**config.mk**
```make
export PLATFORM = sky130hd
export DESIGN_NAME = key_matrix_if
export DESIGN_NICKNAME = d
export VERILOG_FILES = /design/src/rtl/key_matrix_if.sv
export SDC_FILE = /design/constraint.sdc
export NUM_CORES = 1
export LEC_CHECK = 0
export ABC_AREA = 1
export CAP_MARGIN = 25
export CORE_MARGIN = 2
export CORE_UTILIZATION = 50
export DETAILED_ROUTE_END_ITERATION = 12
export PLACE_DENSITY_LB_ADDON = 0.15
export SLEW_MARGIN = 0
export SYNTH_ARGS = -nofsm -noshare
export SYNTH_HDL_FRONTEND = slang
export SYNTH_SLANG_ARGS = --single-unit
```
**constraint.sdc**
```tcl
create_clock -name clk -period 4.6 [get_ports clk]
set_clock_uncertainty 0.1 [all_clocks]
set_input_delay 0.92 -clock clk [delete_from_list [all_inputs] [get_ports clk]]
set_output_delay 0.92 -clock clk [all_outputs]
set_load 0.01 [all_outputs]
```
**src/rtl/key_matrix_if.sv**
```systemverilog
// key_matrix_if: debounced keyboard-matrix responder and press interrupt for the MCU ports.
// Build option KEY_CODE_EN adds a latched, priority-encoded last-press code on code_out.
module key_matrix_if #(
   parameter int SAMPLE_DIV = 4,
   parameter int DEBOUNCE   = 4,
   parameter int INT_LEN    = 8
) (
   input  logic        clk,
   input  logic        reset,
   input  logic [3:0]  col_sel,
   input  logic [15:0] keys,
   output logic [3:0]  row_out,
   output logic        int_n,
   output logic [3:0]  code_out
);
   localparam logic [3:0] PRESC_MAX = 4'(SAMPLE_DIV - 1);
   localparam logic [3:0] STAB_MAX  = 4'(DEBOUNCE);
   localparam logic [3:0] STAB_HIT  = 4'(DEBOUNCE - 1);
   localparam logic [7:0] INT_LOAD  = 8'(INT_LEN - 1);

   typedef enum logic [1:0] {
      IDLE  = 2'd0,
      PULSE = 2'd1,
      GAP   = 2'd2
   } state_t;

   logic [3:0]  prescaler;
   logic        tick;
   logic [15:0] prev_sample;
   logic [15:0] stable;
   logic [3:0]  stab_cnt;
   logic        accept;
   logic [15:0] new_keys;
   logic        press_evt;
   logic        pend;
   logic        pend_clr;
   logic [3:0]  row_nxt;
   state_t      state;
   state_t      state_nxt;
   logic [7:0]  int_cnt;
   logic [7:0]  int_cnt_nxt;
   logic        int_n_nxt;

   assign tick      = (prescaler == PRESC_MAX);
   // The DEBOUNCE-th consecutive equal tick is the only one that loads stable.
   assign accept    = tick && (keys == prev_sample) && (stab_cnt == STAB_HIT);
   assign new_keys  = keys & ~stable;
   assign press_evt = accept && (|new_keys);

   always_ff @(posedge clk) begin
      if (reset) begin
         prescaler <= '0;
      end else if (tick) begin
         prescaler <= '0;
      end else begin
         prescaler <= prescaler + 4'd1;
      end
   end

   always_ff @(posedge clk) begin
      if (reset) begin
         prev_sample <= '0;
         stab_cnt    <= '0;
         stable      <= '0;
      end else if (tick) begin
         prev_sample <= keys;
         if (keys != prev_sample) begin
            stab_cnt <= '0;
         end else if (stab_cnt < STAB_MAX) begin
            stab_cnt <= stab_cnt + 4'd1;
         end
         if (accept) begin
            stable <= keys;
         end
      end
   end

   always_comb begin
      row_nxt = '0;
      for (int c = 0; c < 4; c++) begin
         row_nxt = row_nxt | ({4{col_sel[c]}} & stable[c*4 +: 4]);
      end
   end

   always_ff @(posedge clk) begin
      if (reset) begin
         row_out <= '0;
      end else begin
         row_out <= row_nxt;
      end
   end

   // A press landing on the IDLE->PULSE edge keeps pend set so it is not lost.
   always_ff @(posedge clk) begin
      if (reset) begin
         pend <= 1'b0;
      end else if (press_evt) begin
         pend <= 1'b1;
      end else if (pend_clr) begin
         pend <= 1'b0;
      end
   end

   always_comb begin
      state_nxt   = state;
      int_cnt_nxt = int_cnt;
      int_n_nxt   = int_n;
      pend_clr    = 1'b0;
      case (state)
         IDLE: begin
            int_n_nxt = 1'b1;
            if (pend) begin
               state_nxt   = PULSE;
               int_n_nxt   = 1'b0;
               int_cnt_nxt = INT_LOAD;
               pend_clr    = 1'b1;
            end
         end
         PULSE: begin
            int_n_nxt = 1'b0;
            if (int_cnt == 8'd0) begin
               state_nxt   = GAP;
               int_n_nxt   = 1'b1;
               int_cnt_nxt = INT_LOAD;
            end else begin
               int_cnt_nxt = int_cnt - 8'd1;
            end
         end
         GAP: begin
            int_n_nxt = 1'b1;
            if (int_cnt == 8'd0) begin
               state_nxt = IDLE;
            end else begin
               int_cnt_nxt = int_cnt - 8'd1;
            end
         end
         default: begin
            state_nxt   = IDLE;
            int_n_nxt   = 1'b1;
            int_cnt_nxt = '0;
         end
      endcase
   end

   always_ff @(posedge clk) begin
      if (reset) begin
         state   <= IDLE;
         int_cnt <= '0;
         int_n   <= 1'b1;
      end else begin
         state   <= state_nxt;
         int_cnt <= int_cnt_nxt;
         int_n   <= int_n_nxt;
      end
   end

`ifdef KEY_CODE_EN
   logic [3:0] code_nxt;

   // Descending scan so the lowest newly pressed index wins.
   always_comb begin
      code_nxt = 4'd0;
      for (int i = 15; i >= 0; i--) begin
         if (new_keys[i]) begin
            code_nxt = 4'(i);
         end
      end
   end

   always_ff @(posedge clk) begin
      if (reset) begin
         code_out <= '0;
      end else if (press_evt) begin
         code_out <= code_nxt;
      end
   end
`else
   assign code_out = 4'h0;
`endif

endmodule

```
Word-level counts from Yosys, hierarchy flattened
Cells that the tools add are included.
{ "word_totals": {"output_inout_bits": 9, "ff_bits": 56, "wordCells": 62, "input_bits": 22} }
{ "classes": {"n_eq_ne": 10, "n_lt_le_gt_ge": 1, "add_sub_neg": 3, "n_reduce_logical": 13, "muxes": 17, "bitwise_logic": 9} }
{ "op_table": {"columns": ["cell", "count"], "rows": [
  ["two-way mux 8 bit", 3],
  ["one-hot mux 8 bit (3 select lines)", 1],
  ["AND 16 bit", 1],
  ["AND 4 bit", 4],
  ["== test 16 bit", 1],
  ["!= test 16 bit", 1],
  ["NOT 16 bit", 1],
  ["OR reduction 16 bit", 1],
  ["bitwise OR 4 bit", 3],
  ["adder 4 x 1 -> 4 bit (second input constant)", 2],
  ["== test 4 x 2 -> 1 bit (second input constant)", 2],
  ["zero test 8 bit", 1],
  ["two-way mux 4 bit", 2],
  ["!= test 2 bit (second input constant)", 4],
  ["subtractor 8 x 1 -> 8 bit (second input constant)", 1],
  ["two-way mux 1 bit", 6],
  ["two-way mux 2 bit", 3],
  ["one-hot mux 2 bit (3 select lines)", 1],
  ["AND reduction 2 bit", 3],
  ["< comparator 4 x 3 -> 1 bit (second input constant)", 1],
  ["nonzero test 2 bit", 2],
  ["logical AND 1 bit", 3],
  ["AND reduction 3 bit", 1],
  ["== test 2 x 1 -> 1 bit (second input constant)", 1],
  ["4 further kinds", 4]
]} }

Depth between registers and ports, before layout
{ "logic_depth": {"ltp_word": 5, "ltp_mapped": 13, "mapped_depth_nobuf": 12} }

Worst setup path after synthesis
Ideal clock, no wire load.
{ "synth_timing": {"kind": "input to register", "start": "input keys[13]", "end": "register stable[0]", "path_stages": 13, "setup_time_ns": 0.064, "slack_ns": 2.588, "required_ns": 4.436, "n_path_buf": 1, "arrival_time_ns": 1.848, "cell_sequence": "inv_1 > nand2_1 > nand2_1 > nor2_1 > nand2_1 > nor2_2 > nand2_2 > clkinv_2 > nand2_4 > buf_6 > nand2_1 > inv_1 > nor2_1"} }
{ "synth_via": {"elab_chain_len": 4} }
{ "synth_lines": {"columns": ["item", "line_no", "text"], "rows": [
  ["from (decl)", "11", "input logic [15:0] keys,"],
  ["== test 16 bit", "46", "assign accept = tick && (keys == prev_sample) && (stab_cnt == STAB_HIT);"],
  ["logical AND 1 bit (2 in a row)", "46", null],
  ["AND reduction 2 bit (no source line)", null, null],
  ["to (signal assigned)", "73", "stable <= keys;"],
  ["to (decl)", "30", "logic [15:0] stable;"]
]} }
Every way passes these cells.
A chain may end at the register's enable or synchronous reset.

Final worst setup path
{ "layout_timing": {"start": "input keys[2]", "end": "register stable[3]"} }
The elaborated chain is that of the path after synthesis.

==> reports/summary.txt <==
wire length per cell: 11.22 um
Seq/Total Area, Yosys: 39.16%
# setup viols final: 0
DRC errors left: 0
clock share of power: 26.2%
H-tree depth: 2
mapped cell area: 2863 um2
Ys Warns: 0
antenna-violating nets left: 0
CP Max Fanout: 18
synthesized instance count: 440
initial antenna violation count: 0
TritonRoute pass-1 iters: 4
DIE AREA: 6347 um2
critical path type: primary input to register
Post-CTS Hold Fix Bufs: 0
vias per cell: 4.802
crit start category: primary input
cts bufs inserted: 5
dpl hpwl: 4328 um
Resized Gates After CTS: 0
PD cells: 324.8 nW/um2
Layout Cells excl Fill: 535
worst-path cell chain: clkdlybuf4s50_1, inv_2, nand2_1, nand2_1, nor2_1, nand2_1, nor2_2, nand2_2, clkinv_2, nand2_4, nand2_1, inv_1, nor2_1
drt initial violations: 114
WP data required: 4.75 ns
CP max stage cell: clkdlybuf4s50_1
PortBufs: 26
Crit. End Element: register
Vias: 2,569
Core Rows: 27
maxcap violations: 0
area grow syn2layout: 13.02%
most common cell after layout, fill and taps aside: nand2_1
ys flop type: dfxtp_1
run status: completed
placed cells: 527
RSZ-0062 raised after global routing: no
Die H: 79.67 um
HP Class: register to register
total gr overflow: 0
routed wire length: 6001 um
Crit path arrival time: 2.71 ns
Post-Layout Inst Area: 3236 um2
leakage: 1.506 nW
TritonCTS clock tree: yes
maximum VDD drop: 0.0001911 V
layout net count: 487
Final period util: 55.72%
Die Wd: 79.67 um
share of post-route cells with drive strength above 1: 6.048%
Tot Pwr: 1.051 mW
total track usage: 21.15%
Hold Fails Final Rpt: 0
Sink Count: 56
Fmax: 390.1 MHz
highest-count cells in the layout ignoring fill and taps: nand2_1, inv_1, dfxtp_1
Int Pwr: 0.7354 mW
n_diodes: 0
Gate power share: 22.4%
placed cell area: 3146 um2
clk root buf: clkbuf_8
vias in the first global route: 2,488
GP Congestion: 0.8514
Slew Limit Fails: 0
EDFF count, synth: 0
#FFs+latches synth: 56
Post-synth ARST share: 0%
I/O pins: 31
clock slew at reported path FFs: 0.09 ns
Post-Route Setup TNS: 0 ns
Post CTS Setup Buffer Count: 0
Core ar.: 5507 um2
synthesized area per cell: 6.506 um2
Synth cell types: 30
largest net degree at the start of global routing: 36
worst-skew pair later-pin latency: 0.31 ns
clock buffer depth: 2
switching part of the total power: 30.02%
min Tclk post-route: 2.563 ns
sequential power share: 51.4%
Top cell by count, worst path: nand2_1
Initial Util: 51.99%
global-route wire length before repair: 10,700 um
Switch Pwr: 0.3155 mW
CP peak stage delay: 0.53 ns
through the flow:
| stage | setup WS [ns] | utilization [%] | hold WS, ns |
|---|---|---|---|
| 2_1_floorplan | 2.588 | - | 0.3175 |
| 3_3_place_gp | 1.773 | 57.12 | 0.3317 |
| 3_5_place_dp | 1.725 | 57.12 | 0.3374 |
| 4_1_cts | 2.038 | 58.76 | 0.3511 |
| 5_1_grt | 1.787 | 58.76 | 0.3747 |
| 6_report | 2.037 | 58.76 | 0.3479 |
sequential cells by signal, indices dropped and copies added (netlist names):
register	cells
prev_sample	16
stable	16
int_cnt	8
prescaler	4
row_out	4
stab_cnt	4
state	2
int_n	1
pend	1
Yosys cell counts, types with 2 or more instances:
cell,n,share of area [%]
a21oi_1,33,5.8
buf_1,3,0.39
buf_4,6,1.6
clkbuf_1,5,0.66
dfxtp_1,56,39
ha_1,3,1.3
inv_1,75,9.8
inv_2,11,1.4
nand2_1,112,15
nand2_2,2,0.44
nand2_4,2,0.79
nand3_1,25,4.4
nand4_1,4,0.87
nor2_1,52,6.8
nor2_2,2,0.44
nor2_8,2,1.4
nor3_1,2,0.35
o21ai_0,23,4.0
o22ai_1,6,1.3
xnor2_1,3,0.92
xor2_1,4,1.2
power groups by stage:
stage          combinational, mW  sequential [mW]  clock (mW)
6_report                   0.236            0.540       0.275
5_1_grt                    0.282            0.545       0.303
4_1_cts                    0.239            0.540       0.282
3_5_place_dp               0.237            0.551           0
3_3_place_gp               0.233            0.550           0
2_1_floorplan              0.184            0.547           0
worst max-delay path, delay by kind of cell:
kind / cells / cell delay (ns)
AND/OR/NAND/NOR: 9 / 0.92
buffers and inverters: 4 / 0.85
cells by family after synthesis:
logic type	count (synthesis)	share of synthesized area, %
AND/OR/NAND/NOR	206	30.94
buffers and inverters	102	14.47
AO/OA/AOI/OAI	65	11.84
flip-flops	56	39.16
XOR/XNOR	7	2.142
adder cells (fa/ha/maj)	3	1.311
other	1	0.1310
final timing paths:
check	startpoint	slack [ns]	end	depth (start not counted)
setup / recovery	keys[2]	2.04	stable[3]	13
hold / removal	prescaler[0]	0.35	prescaler[0]	1
setup reg to reg	prescaler[0]	2.41	stable[3]	10
hold reg to reg	prescaler[0]	0.35	prescaler[0]	1
final cells by class:
class | count | area [um2]
Fill cell | 560 | 2271
Multi-Input combinational cell | 285 | 1339
Sequential cell | 56 | 1121
Inverter | 87 | 327.8
Timing Repair Buffer | 27 | 267.8
Clock buffer | 8 | 90.09
Tap cell | 72 | 90.09
routing by layer:
metal	GRT usage, %	up-vias	wire length (um)
met4	7.069	0	95
met3	3.281	7	186
met1	26.86	1149	2893
li1	-	1379	-
met2	36.47	34	2825
met5	0	-	0
Power figures use the tool's default switching activity.
